==> config.mk <==
export PLATFORM = sky130hd
export DESIGN_NAME = sequenciador_injecao
export DESIGN_NICKNAME = d
export VERILOG_FILES = /design/src/rtl/sequenciador_injecao.sv
export SDC_FILE = /design/constraint.sdc
export NUM_CORES = 1
export LEC_CHECK = 0
export ABC_AREA = 1
export BUFFER_PORTS_ARGS = -buffer_cell sky130_fd_sc_hd__buf_2
export CORE_ASPECT_RATIO = 0.9
export CORE_MARGIN = 2
export CORE_UTILIZATION = 50
export DETAILED_ROUTE_END_ITERATION = 10
export HOLD_SLACK_MARGIN = 0.05
export PLACE_DENSITY = 0.77
export SETUP_SLACK_MARGIN = 0.15
export SYNTH_ARGS = -nofsm -noshare
export SYNTH_HDL_FRONTEND = slang
export SYNTH_SLANG_ARGS = --single-unit
==> constraint.sdc <==
create_clock -name clk -period 1.6 [get_ports clk]
set_input_delay 0.08 -clock clk [delete_from_list [all_inputs] [get_ports clk]]
set_output_delay 0.08 -clock clk [all_outputs]
set_load 0.01 [all_outputs]
==> src/rtl/sequenciador_injecao.sv <==
// Fault-injection campaign sequencer: drives 16 Hamming(15,11) vectors through an
// injector/decoder pair and scores the corrected words. Optional timeout: SEQ_TIMEOUT_EN.
module sequenciador_injecao #(
  parameter int TIMEOUT_CICLOS = 64
) (
  input  logic        clk,
  input  logic        rst_n,
  input  logic        start,
  input  logic [14:0] palavra,
  output logic [14:0] inj_entrada,
  output logic [3:0]  inj_n,
  output logic        inj_erro,
  output logic        dec_req,
  input  logic        dec_ack,
  input  logic [14:0] dec_corrigida,
  output logic        busy,
  output logic        done,
  output logic [4:0]  acertos,
  output logic [4:0]  falhas,
  output logic        erro_timeout,
  output logic [1:0]  estado
);

  // dec_req/dec_ack: dec_req stays high in REQ until dec_ack is sampled high on a
  // rising edge; dec_corrigida is taken in that same cycle. dec_ack elsewhere is ignored.
  typedef enum logic [1:0] {IDLE, REQ, CHECK, DONE} estado_t;

  estado_t     estado_q, estado_d;
  logic [3:0]  idx_q;
  logic [14:0] palavra_q;
  logic [14:0] captura_q;
  logic [4:0]  acertos_q;
  logic [4:0]  falhas_q;
  logic        expira;
  logic        acerto;

`ifdef SEQ_TIMEOUT_EN
  localparam int CW = $clog2(TIMEOUT_CICLOS + 1);

  logic [CW-1:0] cnt_q;
  logic          sem_captura_q;
  logic          timeout_q;

  assign expira = (estado_q == REQ) && !dec_ack && (cnt_q == CW'(TIMEOUT_CICLOS - 1));
  assign acerto = !sem_captura_q && (captura_q == palavra_q);
  assign erro_timeout = timeout_q;

  // Cleared outside REQ, so every REQ entry starts counting from zero.
  always_ff @(posedge clk or negedge rst_n) begin
    if (!rst_n) begin
      cnt_q         <= '0;
      sem_captura_q <= 1'b0;
      timeout_q     <= 1'b0;
    end else begin
      if (estado_q == REQ) cnt_q <= cnt_q + CW'(1);
      else                 cnt_q <= '0;
      if (estado_q == IDLE && start) begin
        sem_captura_q <= 1'b0;
        timeout_q     <= 1'b0;
      end else if (expira) begin
        sem_captura_q <= 1'b1;
        timeout_q     <= 1'b1;
      end else if (estado_q == CHECK) begin
        sem_captura_q <= 1'b0;
      end
    end
  end
`else
  // Always false: the timeout path is compiled out and REQ waits indefinitely.
  assign expira = (TIMEOUT_CICLOS < 0);
  assign acerto = (captura_q == palavra_q);
  assign erro_timeout = 1'b0;
`endif

  always_ff @(posedge clk or negedge rst_n) begin
    if (!rst_n) estado_q <= IDLE;
    else        estado_q <= estado_d;
  end

  always_comb begin
    estado_d = estado_q;
    case (estado_q)
      IDLE:    if (start) estado_d = REQ;
      REQ:     if (dec_ack || expira) estado_d = CHECK;
      CHECK:   estado_d = (idx_q == 4'd15) ? DONE : REQ;
      DONE:    estado_d = IDLE;
      default: estado_d = IDLE;
    endcase
  end

  always_ff @(posedge clk or negedge rst_n) begin
    if (!rst_n) begin
      idx_q     <= '0;
      palavra_q <= '0;
      captura_q <= '0;
      acertos_q <= '0;
      falhas_q  <= '0;
    end else begin
      case (estado_q)
        IDLE: if (start) begin
          palavra_q <= palavra;
          acertos_q <= '0;
          falhas_q  <= '0;
          idx_q     <= '0;
        end
        REQ: if (dec_ack) captura_q <= dec_corrigida;
        CHECK: begin
          if (acerto) acertos_q <= acertos_q + 5'd1;
          else        falhas_q  <= falhas_q + 5'd1;
          if (idx_q != 4'd15) idx_q <= idx_q + 4'd1;
        end
        default: ;
      endcase
    end
  end

  // Vector 0 is the clean pass; vector k>0 flips bit k-1.
  assign inj_erro    = (estado_q != IDLE) && (idx_q != 4'd0);
  assign inj_n       = inj_erro ? (idx_q - 4'd1) : 4'd0;
  assign inj_entrada = palavra_q;
  assign dec_req     = (estado_q == REQ);
  assign busy        = (estado_q != IDLE);
  assign done        = (estado_q == DONE);
  assign acertos     = acertos_q;
  assign falhas      = falhas_q;
  assign estado      = estado_q;

endmodule

==> results.md <==
- Syn Inst Count: 296
- First-pass GRT wire length: between 8000 and 9000 um
- Leading area contributor after synthesis: dfrtp_1
- Detail Route Antenna Nets: 0
- Final Hold Viols: 0
- Unrepaired setup endpoints after global routing: yes
- CTS tree: yes
- Peak VDD IR: 0.000822 V
- DP HPWL: about 3700 um
- Worst rel slew slack: 63.0%
- Seq/Total Area, Yosys: 50.1%
- Levels on crit path: 7
- Die width: 75.5 um
- Clock Skews: 0.00513 ns
- Diodes inserted: 0
- Initial antenna violation count: 0
- Leakage: 1.80 nW
- DR vias/cell: about 4.8
- Io pins: 70
- Synth top area share: 50.1%
- Chip Height: between 60 and 70 um
- Drt pass-1 iters: 4
- CTS buffer count: 5
- Total grt overflow: 0
- Worst Path Buf+Inv: 3
- CP Launch Type: register
- Final period util: 97.2%
- # port buffers: 68
- Synthesized area: about 2300 um2
- Syn_area_per_cell: between 7 and 8 um2
- M2 GR Usage: 41.1%
- Worst-path clk slew: 0.08 ns
- CP endpoint kind: output port
- Met1 usage: 28.3%
- Worst path slowest cell: dfrtp_2
- Total Power: 5.15 mW
- Vias in the first global route: around 2,100
- Largest net degree at the start of global routing: 35
- Tmin final: 1.56 ns
- Pins Over Slew Limit: 0
- Slowest stage delay, CP: 0.42 ns
- Worst-skew pair later-pin latency: 0.30 ns
- Worst EP arrival: 1.48 ns
- Synth top area cells: dfrtp_1 50%, nand2_1 12%, nor2_1 8.2%, inv_1 6.7%, a21oi_1 6.3%
- CTS H-tree depth: 2
- Worst-path maximum fanout: 4
- Critical Path RT: 1.52 ns
- Status: finished, final reports clean
- Clock Path Buffers: 2
- Initial Util: 51.8%
- Final setup fails: 0
- Drt total wl: between 5000 and 6000 um
- Pwr Density: 1560 nW/um2
- CTS Root Cell: clkbuf_8
- Num rows: 23
- Syn nets: ~330
- Share of layout cells above drive strength 1: between 20% and 30%
- Fin nets: 446
- Top Usage Layer GRT: met2
- Cell family with most CP delay: flip-flops
- DR iter-0 viols: roughly 140
- Hold depth: 3
- Vias: between 2,000 and 2,500
- Max Freq: 643 MHz
- CTS sink count: 46
- Area after DPL: 2740 um2
- Post-synth cell types: 25
- Worst Tran Pin Value: ~0.56 ns
- Cell depth of the worst flop-to-flop path: 7
- Layout area overhead: 43.4%
- Final instance area: ~3300 um2
- Cell Chain, Critical Path: inv_2 -> ha_4 -> nand2_4 -> o21ai_4 -> buf_6 -> nor2_1 -> buf_2
- CORE AREA: about 4400 um2
- Crit Path Class: reg -> out
- GRT Overall Usage: 23.2%
- Routed len/inst: 12.6 um
- Seq cells post-synth: 46
- Setup TNS: 0 ns
- DIE AREA: 5150 um2
- Worst min path class: in -> reg
- Met3 global-route usage: 4.71%
- Synth Warn #: 0
- DRC errors left: 0
- GP Congestion: 0.831
- Max_cap viols: 0
final timing paths:
path	from	end	slack [ns]
max	idx_q[0]$_DFFE_PN0P_	inj_n[0]	0.04
min	dec_corrigida[1]	captura_q[1]$_DFFE_PN0P_	0.05
max reg2reg	idx_q[0]$_DFFE_PN0P_	idx_q[1]$_DFFE_PN0P_	0.18
min reg2reg	captura_q[1]$_DFFE_PN0P_	captura_q[1]$_DFFE_PN0P_	0.54
max in group asynchronous	rst_n	idx_q[0]$_DFFE_PN0P_	0.78
min in group asynchronous	rst_n	captura_q[7]$_DFFE_PN0P_	0.28
final cells by class:
cell class                 instances  area [um2]
sequential                        46        1150
clock buffer                       7        86.3
timing repair buffer             112         791
inverter                          42         158
multi-input combinational        201        1020
fill                             350        1140
tap                               62        77.6
clock inverter                     1        5.00
state kept, by name, summed over array words and instances, names as in the netlist:
signal       flops
acertos          5
estado           2
falhas           5
inj_entrada     15
idx_q            4
captura_q       15
power by group:
group	switching, mW	internal, mW	total, mW
clock network	0.390	0.349	0.739
registers	0.333	1.60	1.93
logic	1.42	1.06	2.48
total	2.14	3.01	5.15
synthesized netlist by cell type (all sizes together):
cell / n
nand2: 76
nor2: 51
dfrtp: 46
inv: 42
a21oi: 29
nand3: 16
buf: 6
o21ai: 5
ha: 4
mux2: 4
xnor2: 4
xor2: 3
clkbuf: 2
nor3: 2
a31oi: 1
conb: 1
nor4: 1
o22ai: 1
o31ai: 1
or2: 1
cells by family after synthesis:
family	synth area share, %
compound gates	8.28
xor+xnor	2.67
fa+ha+maj	2.18
buf+inv	8.99
flops	50.1
mux	1.96
other cells	0.163
simple gates	25.7
routing by layer:
metal / share of wire, % / vias up
li1: - / 1139
met1: 45 / 1072
met2: 50 / 56
met3: 4.0 / 6
met4: 1.1 / 0
met5: 0 / -
tightest hold or removal path, stage by stage:
cell	delay, ns
buf_2	0.09
nor2_1	0.04
a21oi_1	0.10
cell usage in the layout (no fill, tap or decap), types with 3 or more instances in the layout:
| master | Yosys | final |
|---|---|---|
| xor2_1 | 3 | 3 |
| dlygate4sd3_1 | 0 | 31 |
| o21ai_0 | 5 | 3 |
| buf_6 | 1 | 4 |
| dfrtp_1 | 46 | 43 |
| inv_2 | 1 | 7 |
| buf_4 | 2 | 8 |
| nor2_4 | 1 | 3 |
| a21oi_1 | 29 | 28 |
| mux2_2 | 4 | 4 |
| buf_2 | 3 | 67 |
| nand2_4 | 0 | 3 |
| xnor2_1 | 4 | 4 |
| clkbuf_8 | 0 | 6 |
| nand2_1 | 75 | 72 |
| dfrtp_2 | 0 | 3 |
| inv_1 | 41 | 35 |
| nor2_1 | 50 | 47 |
| nand3_1 | 16 | 16 |
metrics by stage:
stage	util, %	cells	hold slack [ns]	setup WS, ns
final	74.3	471	0.0547	0.0441
after global routing	74.3	471	0.0607	0.00185
after CTS	72.6	469	0.0507	0.0722
after detailed placement	61.9	425	0.102	0.118
after global placement	61.9	425	0.0920	0.200
after floorplan	-	296	-0.216	0.181
repair_timing:
action	CTS	global route
gates cloned	0	1
buffers inserted	5	1
pin swaps	3	10
hold buffers	31	0
setup endpoints to repair	10	22
resized for setup	13	21
hold endpoints to repair	52	0
Note: power is estimated with default switching activity, not from simulation.
